===== config.mk =====
export PLATFORM = sky130hd
export DESIGN_NAME = alu_request_arbiter
export DESIGN_NICKNAME = d
export VERILOG_FILES = /design/src/rtl/alu_request_arbiter.sv
export SDC_FILE = /design/constraint.sdc
export NUM_CORES = 1
export LEC_CHECK = 0
export ABC_AREA = 1
export ABC_CLOCK_PERIOD_IN_PS = 1470
export CAP_MARGIN = 20
export CORE_UTILIZATION = 36
export CTS_CLUSTER_DIAMETER = 50
export DETAILED_ROUTE_END_ITERATION = 12
export GPL_TIMING_DRIVEN = 0
export PLACE_DENSITY = 0.74
export SYNTH_ARGS = -nofsm -noshare
export SYNTH_HDL_FRONTEND = slang
export SYNTH_SLANG_ARGS = --single-unit
export TNS_END_PERCENT = 1

===== constraint.sdc =====
create_clock -name clk -period 1.47 [get_ports clk]
set_clock_uncertainty 0.15 [all_clocks]
set_input_delay 0.147 -clock clk [delete_from_list [all_inputs] [get_ports clk]]
set_output_delay 0.147 -clock clk [all_outputs]
set_load 0.05 [all_outputs]

===== src/rtl/alu_request_arbiter.sv =====
// Shares one ALU between requesters A and B: round-robin grant, latched operands, multi-cycle hold
// for mul/div, registered response. Optional ALU_DIVZERO_CHECK_EN short-circuits div-by-zero and flags op 7.
module alu_request_arbiter #(
  parameter int DATA_WIDTH     = 32,
  parameter int MULDIV_LATENCY = 4
) (
  input  logic                  clk,
  input  logic                  resetN,
  input  logic                  inpReqValidA,
  input  logic [2:0]            inpReqOpA,
  input  logic [DATA_WIDTH-1:0] inpReqSrc1A,
  input  logic [DATA_WIDTH-1:0] inpReqSrc2A,
  output logic                  outReqReadyA,
  input  logic                  inpReqValidB,
  input  logic [2:0]            inpReqOpB,
  input  logic [DATA_WIDTH-1:0] inpReqSrc1B,
  input  logic [DATA_WIDTH-1:0] inpReqSrc2B,
  output logic                  outReqReadyB,
  output logic [2:0]            outAluControl,
  output logic [DATA_WIDTH-1:0] outAluSrc1,
  output logic [DATA_WIDTH-1:0] outAluSrc2,
  input  logic [DATA_WIDTH-1:0] inpAluResult,
  input  logic                  inpAluZero,
  output logic                  outRspValid,
  output logic                  outRspId,
  output logic [DATA_WIDTH-1:0] outRspResult,
  output logic                  outRspZero,
  output logic                  outRspErr,
  input  logic                  inpRspReady,
  output logic                  outBusy,
  output logic [1:0]            dbg_state
);

  typedef enum logic [1:0] {
    IDLE = 2'd0,
    EXEC = 2'd1,
    RESP = 2'd2
  } state_t;

  localparam int CW = (MULDIV_LATENCY < 2) ? 1 : $clog2(MULDIV_LATENCY + 1);
  localparam logic [CW-1:0] CNT_MULDIV = CW'(MULDIV_LATENCY);
  localparam logic [CW-1:0] CNT_ONE    = CW'(1);

`ifdef ALU_DIVZERO_CHECK_EN
  localparam logic CHECK_EN = 1'b1;
`else
  localparam logic CHECK_EN = 1'b0;
`endif

  state_t                  state_q, state_d;
  logic                    rr_ptr_q;
  logic [2:0]              op_q;
  logic [DATA_WIDTH-1:0]   src1_q, src2_q;
  logic                    id_q;
  logic                    bypass_q;
  logic [CW-1:0]           cnt_q;
  logic [DATA_WIDTH-1:0]   rsp_result_q;
  logic                    rsp_zero_q, rsp_err_q, rsp_id_q;

  logic                    grant_b, accept, done;
  logic [2:0]              win_op;
  logic [DATA_WIDTH-1:0]   win_src1, win_src2;
  logic                    win_bypass;
  logic [CW-1:0]           win_cnt;
  logic [DATA_WIDTH-1:0]   cap_result;
  logic                    cap_zero, cap_err;

  // Handshakes: a request transfers on a rising edge where valid and ready are both high; ready only
  // rises in IDLE and depends combinationally on valid. A response transfers on an edge where
  // outRspValid and inpRspReady are both high; the response fields are stable while outRspValid waits.
  always_comb begin
    grant_b      = inpReqValidB && (!inpReqValidA || rr_ptr_q);
    accept       = (state_q == IDLE) && (inpReqValidA || inpReqValidB);
    outReqReadyA = accept && !grant_b;
    outReqReadyB = accept && grant_b;
    win_op       = grant_b ? inpReqOpB   : inpReqOpA;
    win_src1     = grant_b ? inpReqSrc1B : inpReqSrc1A;
    win_src2     = grant_b ? inpReqSrc2B : inpReqSrc2A;
    win_bypass   = (win_op == 3'd7) ||
                   (CHECK_EN && (win_op == 3'd3) && (win_src2 == '0));
    win_cnt      = (!win_bypass && ((win_op == 3'd2) || (win_op == 3'd3))) ? CNT_MULDIV : CNT_ONE;
    done         = (state_q == EXEC) && (cnt_q == CNT_ONE);
  end

  // Bypassed ops never reach the ALU; their response is synthesised here.
  always_comb begin
    cap_result = inpAluResult;
    cap_zero   = inpAluZero;
    cap_err    = 1'b0;
    if (bypass_q) begin
      if (op_q == 3'd7) begin
        cap_result = '0;
        cap_zero   = 1'b1;
        cap_err    = CHECK_EN;
      end else begin
        cap_result = '1;
        cap_zero   = 1'b0;
        cap_err    = 1'b1;
      end
    end
  end

  always_comb begin
    state_d = state_q;
    case (state_q)
      IDLE:    if (accept) state_d = EXEC;
      EXEC:    if (done) state_d = RESP;
      RESP:    if (inpRspReady) state_d = IDLE;
      default: state_d = IDLE;
    endcase
  end

  always_ff @(posedge clk or negedge resetN) begin
    if (!resetN) begin
      state_q <= IDLE;
    end else begin
      state_q <= state_d;
    end
  end

  always_ff @(posedge clk or negedge resetN) begin
    if (!resetN) begin
      rr_ptr_q <= 1'b0;
      op_q     <= '0;
      src1_q   <= '0;
      src2_q   <= '0;
      id_q     <= 1'b0;
      bypass_q <= 1'b0;
      cnt_q    <= '0;
    end else if (accept) begin
      rr_ptr_q <= !grant_b;
      op_q     <= win_op;
      src1_q   <= win_src1;
      src2_q   <= win_src2;
      id_q     <= grant_b;
      bypass_q <= win_bypass;
      cnt_q    <= win_cnt;
    end else if ((state_q == EXEC) && !done) begin
      cnt_q <= cnt_q - CNT_ONE;
    end
  end

  always_ff @(posedge clk or negedge resetN) begin
    if (!resetN) begin
      rsp_result_q <= '0;
      rsp_zero_q   <= 1'b0;
      rsp_err_q    <= 1'b0;
      rsp_id_q     <= 1'b0;
    end else if (done) begin
      rsp_result_q <= cap_result;
      rsp_zero_q   <= cap_zero;
      rsp_err_q    <= cap_err;
      rsp_id_q     <= id_q;
    end
  end

  always_comb begin
    outAluControl = ((state_q == EXEC) && !bypass_q) ? op_q : 3'd0;
    outAluSrc1    = (state_q == EXEC) ? src1_q : '0;
    outAluSrc2    = (state_q == EXEC) ? src2_q : '0;
    outRspValid   = (state_q == RESP);
    outRspId      = rsp_id_q;
    outRspResult  = rsp_result_q;
    outRspZero    = rsp_zero_q;
    outRspErr     = rsp_err_q;
    outBusy       = (state_q != IDLE);
    dbg_state     = state_q;
  end

endmodule


## After elaboration in Yosys (flattened, before gate mapping)

Cells that the tools add are included.

| word-level totals | value |
|---|---|
| flip-flop bits (word level) | 110 |
| bits in latches | 0 |
| memory bits (writable) | 0 |
| bits in read-only memories | 0 |
| bits of input ports | 172 |
| word-level logic and storage cells | 62 |
| memories | 0 |

| cells by class | value |
|---|---|
| add/subtract/negate cells | 1 |
| multiply operators | 0 |
| div/mod/pow operators | 0 |
| $lt $le $gt $ge | 0 |
| equal/unequal tests | 10 |
| shifts and indexed selects | 0 |
| mux-type cells | 19 |
| bitwise logic cells | 0 |
| reduce and logical (&&, ||, !) cells | 20 |

Operators with widths:

| kind | number |
|---|---|
| $mux W32 | 6 |
| $mux W3 | 5 |
| $logic_and A1 B1 Y1 | 8 |
| $eq A3 B2 Y1 const B | 2 |
| $eq A3 B3 Y1 const B | 2 |
| $mux W2 | 3 |
| $pmux W2 S3 | 1 |
| $logic_not A1 Y1 | 5 |
| $mux W1 | 4 |
| $ne A2 B2 Y1 const B | 2 |
| $reduce_bool A2 Y1 | 2 |
| $eq A3 B1 Y1 const B | 1 |
| $logic_or A1 B1 Y1 | 3 |
| $reduce_and A3 Y1 | 1 |
| $sub A3 B1 Y3 const B | 1 |
| $eq A2 B1 Y1 const B | 1 |
| $eq A2 B2 Y1 const B | 1 |
| $logic_not A2 Y1 | 1 |
| $ne A2 B1 Y1 const B | 1 |

## Longest topological paths before layout

| depth | value |
|---|---|
| word-level depth | 9 |
| gate-level depth with buffers | 9 |
| mapped depth without buffers | 9 |

## Least setup slack after synthesis

No wires, ideal clock.

| path | value |
|---|---|
| path type | flip-flop to output port |
| from | register state_q[0] (netlist: dbg_state[0]) |
| to | output port outAluSrc1[10] |
| data arrival time | 1831 ps |
| data required time | 1173 ps |
| slack | -658 ps |
| stages on the path, launching flop included | 5 |
| buffers on the path | 2 |
| cells stage by stage | dfrtp_1 > nand2_1 > buf_2 > buf_2 > nor2_1 |

| on the way | value |
|---|---|
| word-level cells in the longest chain between the ends | 2 |

RTL lines:

| element | line | text |
|---|---|---|
| start, declared | 50 | `state_t state_q, state_d;` |
| start signal, assigned | 117 | `state_q <= state_d;` |
| $eq A2 B1 Y1 | 159 | `outAluSrc1 = (state_q == EXEC) ? src1_q : '0;` |
| $mux W32 | 159 |  |
| end, declared | 20 | `output logic [DATA_WIDTH-1:0] outAluSrc1,` |

No other way between the ends.

## Worst setup path after layout

| path | value |
|---|---|
| from | register state_q[1] (netlist: dbg_state[1]) |
| to | output port outAluSrc1[19] |

The elaborated chain is that of the path after synthesis.

==> flow_summary.yaml <==
worst_setup_path:
  critPathMaxStageDelay_ps: 430
  crit_arrival_ps: 1570
  setup.worst_path.start_class: "register"
  crit_required_ps: 1170
  reg2reg_depth: 9
  critPathKind: "register to output port"
  crit_start: "dbg_state[1]"
  endpoint: "outAluSrc1[19]"
  r2r_start: "dbg_state[1]"
  r2r_end: "outRspResult[16]"
  cp_cell_sequence: "inv_2 -> nand2_4 -> clkbuf_16 -> buf_12 -> nor2_2 -> buf_6"
  cp_max_fo: 10
  end_kind: "output port"
  worst-r2r-setup-slack_ps: -160
  crit_slowest_cell: "dfrtp_1"
global_routing:
  track_usage_pct: 23.5
  globalRouteMet3Util_pct: 5.07
  grt_antenna_before_repair: 0
  overflow: 0
  use_met1_pct: 28.4
  grt_max_degree: 81
  first_global_vias: 5185
  grt_pass1_wl_um: 27000
  grt_util_met2_pct: 40.4
  grt_busiest_layer: "met2"
logic_synthesis:
  synth_edf_count: 0
  yosys_warnings: 0
  syn_avg_cell_area_um2: 8.17
  yosysSeqAreaShare_pct: 52.6
  ys_seq_elements: 110
  synth_cell_types: 28
  yosysMostFrequentCell: "nand2_1"
  synth.area.top_cells: "dfrtp_1, nand2_1, o211ai_1"
  yosysTopAreaCell: "dfrtp_1"
  ys.flop_type: "dfrtp_1"
  syn_inst: 640
  yosysTopAreaCellShare_pct: 52.6
  synthTopCellsByCount: "nand2_1, dfrtp_1, inv_1, nor2_1, o211ai_1"
  synth_nets: 814
  async_flop_share_pct: 100
  syn_area_um2: 5230
pwr:
  power_w: 0.0257
  power.share.clock_pct: 10.0
  power_frac_comb_pct: 69.9
  sw_frac_of_total_pct: 51.2
  ir_drop_mv: 1.35
  powerDensity_nw_per_um2: 2690
  seqPwrFrac_pct: 20.2
  p_leak_nw: 4.23
  switching_power_w: 0.0132
  p_int_w: 0.0125
clock_tree:
  cts_made_buffers: 9
  cts_tree: "built"
  path_clk_slew_ps: 80
  ctsHtreeMaxLevel: 3
  cts_buffer_depth: 2
  clk_latency_ps: 350
  root_buffer: "clkbuf_16"
  cts_sinks: 110
timing:
  setup_viol: 153
  min_period_ps: 1860
  finalHoldViolations: 0
  slew_headroom_pct: 65.6
  post-route-period-util_pct: 127
  grt_setup_unrepaired: "yes"
  maxSlewViolCount: 0
  max_clock_freq_mhz: 537
  worst_slack_ps: -394
  worst_pin_slew_ps: 518
drt:
  ant_nets: 0
  drt-initial-drc-count: 222
  first_pass_iters: 4
  drc: 0
  avgRoutedWirePerCell_um: 16.0
  viasPerCell: 4.81
  vias: 5420
  routed_wl_um: 18100
placed_design:
  placement.io_buffers: 279
  place.gp.congestion: 0.811
  dp_cells: 1100
  dpl.hpwl_um: 13100
  placedInstanceArea_um2: 8440
cells_and_area:
  instances_no_fill: 1127
  drive_gt1_share_pct: 27.3
  area_growth_pct: 82.4
  nets: 1116
  design_area_um2: 9540
  antenna_cells: 0
job:
  maxCapViolCount: 0
die:
  die_area_um2: 15000
  num_io_pins: 280
  rows: 43
  fp.dieW_um: 123
  die_h_um: 123
  coreArea_um2: 14000
  start_util_pct: 37.3
run_status:
  status: "finished, violations left"
  violations: "setup timing"
worst_hold_path:
  worstHoldPathType: "input pin to asynchronous set/reset pin"
[state kept, by name, summed over array words and instances (netlist names)]
| name | flops |
|---|---|
| outRspId | 1 |
| outRspZero | 1 |
| rr_ptr_q | 1 |
| outRspErr | 1 |
| src1_q | 32 |
| cnt_q | 3 |
| outRspResult | 32 |
| id_q | 1 |
| src2_q | 32 |
| op_q | 3 |
| dbg_state | 2 |
| bypass_q | 1 |
[through the flow]
step                      setup slack, ps  utilization, %  hold slack (ps)  setup TNS [ps]
after floorplan                      -492               -             -299          -58470
after global placement              -4420            59.9              323         -565250
after detailed placement            -1030            60.1            -96.7          -83550
after CTS                            -402            64.3             81.8          -37250
after global routing                 -446            67.9              107          -45620
final                                -394            67.9             80.4          -33040
[layout by cell type, fill, tap and decap left out, drive strengths merged]
| master | Yosys | final |
|---|---|---|
| nand3b | 1 | 1 |
| clkdlybuf4s50 | 0 | 170 |
| nand3 | 37 | 37 |
| inv | 80 | 82 |
| buf | 37 | 116 |
| nor3 | 1 | 1 |
| o21bai | 3 | 3 |
| o21ai | 9 | 9 |
| clkdlybuf4s15 | 0 | 36 |
| bufinv | 0 | 1 |
| dfrtp | 110 | 110 |
| o31ai | 1 | 1 |
| or2 | 1 | 1 |
| dlygate4sd3 | 0 | 1 |
| ha | 2 | 2 |
| dlygate4sd2 | 0 | 2 |
| nand2 | 212 | 212 |
| o211ai | 64 | 64 |
| o22ai | 1 | 1 |
| clkinvlp | 0 | 2 |
| xor2 | 1 | 1 |
| nor2 | 76 | 76 |
| clkbuf | 2 | 15 |
| a21oi | 2 | 2 |
| clkinv | 0 | 1 |
[power by group through the flow]
stage          Sequential [W]  Clock [W]  Combinational, W
2_1_floorplan         0.00683          0           0.00876
3_3_place_gp          0.00515          0            0.0153
3_5_place_dp          0.00518          0            0.0155
4_1_cts               0.00514    0.00260            0.0164
5_1_grt               0.00534    0.00272            0.0190
6_report              0.00518    0.00256            0.0180
[cell type report]
type | instances | area [µm²]
Timing Repair Buffer | 291 | 3130
Clock inverter | 6 | 67.6
Multi-Input combinational cell | 411 | 2360
Buffer | 39 | 467
Sequential cell | 110 | 2750
Tap cell | 180 | 225
Inverter | 80 | 300
Fill cell | 1144 | 4500
Clock buffer | 10 | 239
[logic make-up after synthesis]
kind of cell	synth area share (%)
buffers and inverters	10.7
DFF	52.6
AOI/OAI and AO/OA	11.0
and+or+nand+nor	25.0
adders and majority gates	0.478
xor gates and xnor gates	0.167
[worst min path at each step]
stage	depth (start not counted)	slack (ps)	end	from
final	2	80	src2_q[1]	resetN
after global routing	2	110	src2_q[1]	resetN
after CTS	2	80	src2_q[1]	resetN
after detailed placement	1	-100	src2_q[1]	resetN
after global placement	2	320	outRspErr	outRspErr
after floorplan	0	-300	bypass_q	resetN
[routing by layer]
metal / wire length, µm / vias to the layer above
li1: - / 2617
met2: 9090 / 186
met1: 7340 / 2582
met5: 0 / -
met3: 1090 / 35
met4: 528 / 0
[repair_timing]
item | 4_1_cts | 5_1_grt
hold endpoints to repair | 110 | 0
buffers inserted | 3 | 6
setup endpoints to repair | 207 | 181
pin swaps | 2 | 3
cloned | 0 | 1
resized for setup | 645 | 101
hold buffers | 1 | 0
[critical path, delay by kind of cell (launching register included)]
kind,cells,cell delay [ps]
buffers and inverters,4,580
flip-flops,1,430
AND/OR/NAND/NOR,2,190
(Power assumes the default switching activity.)
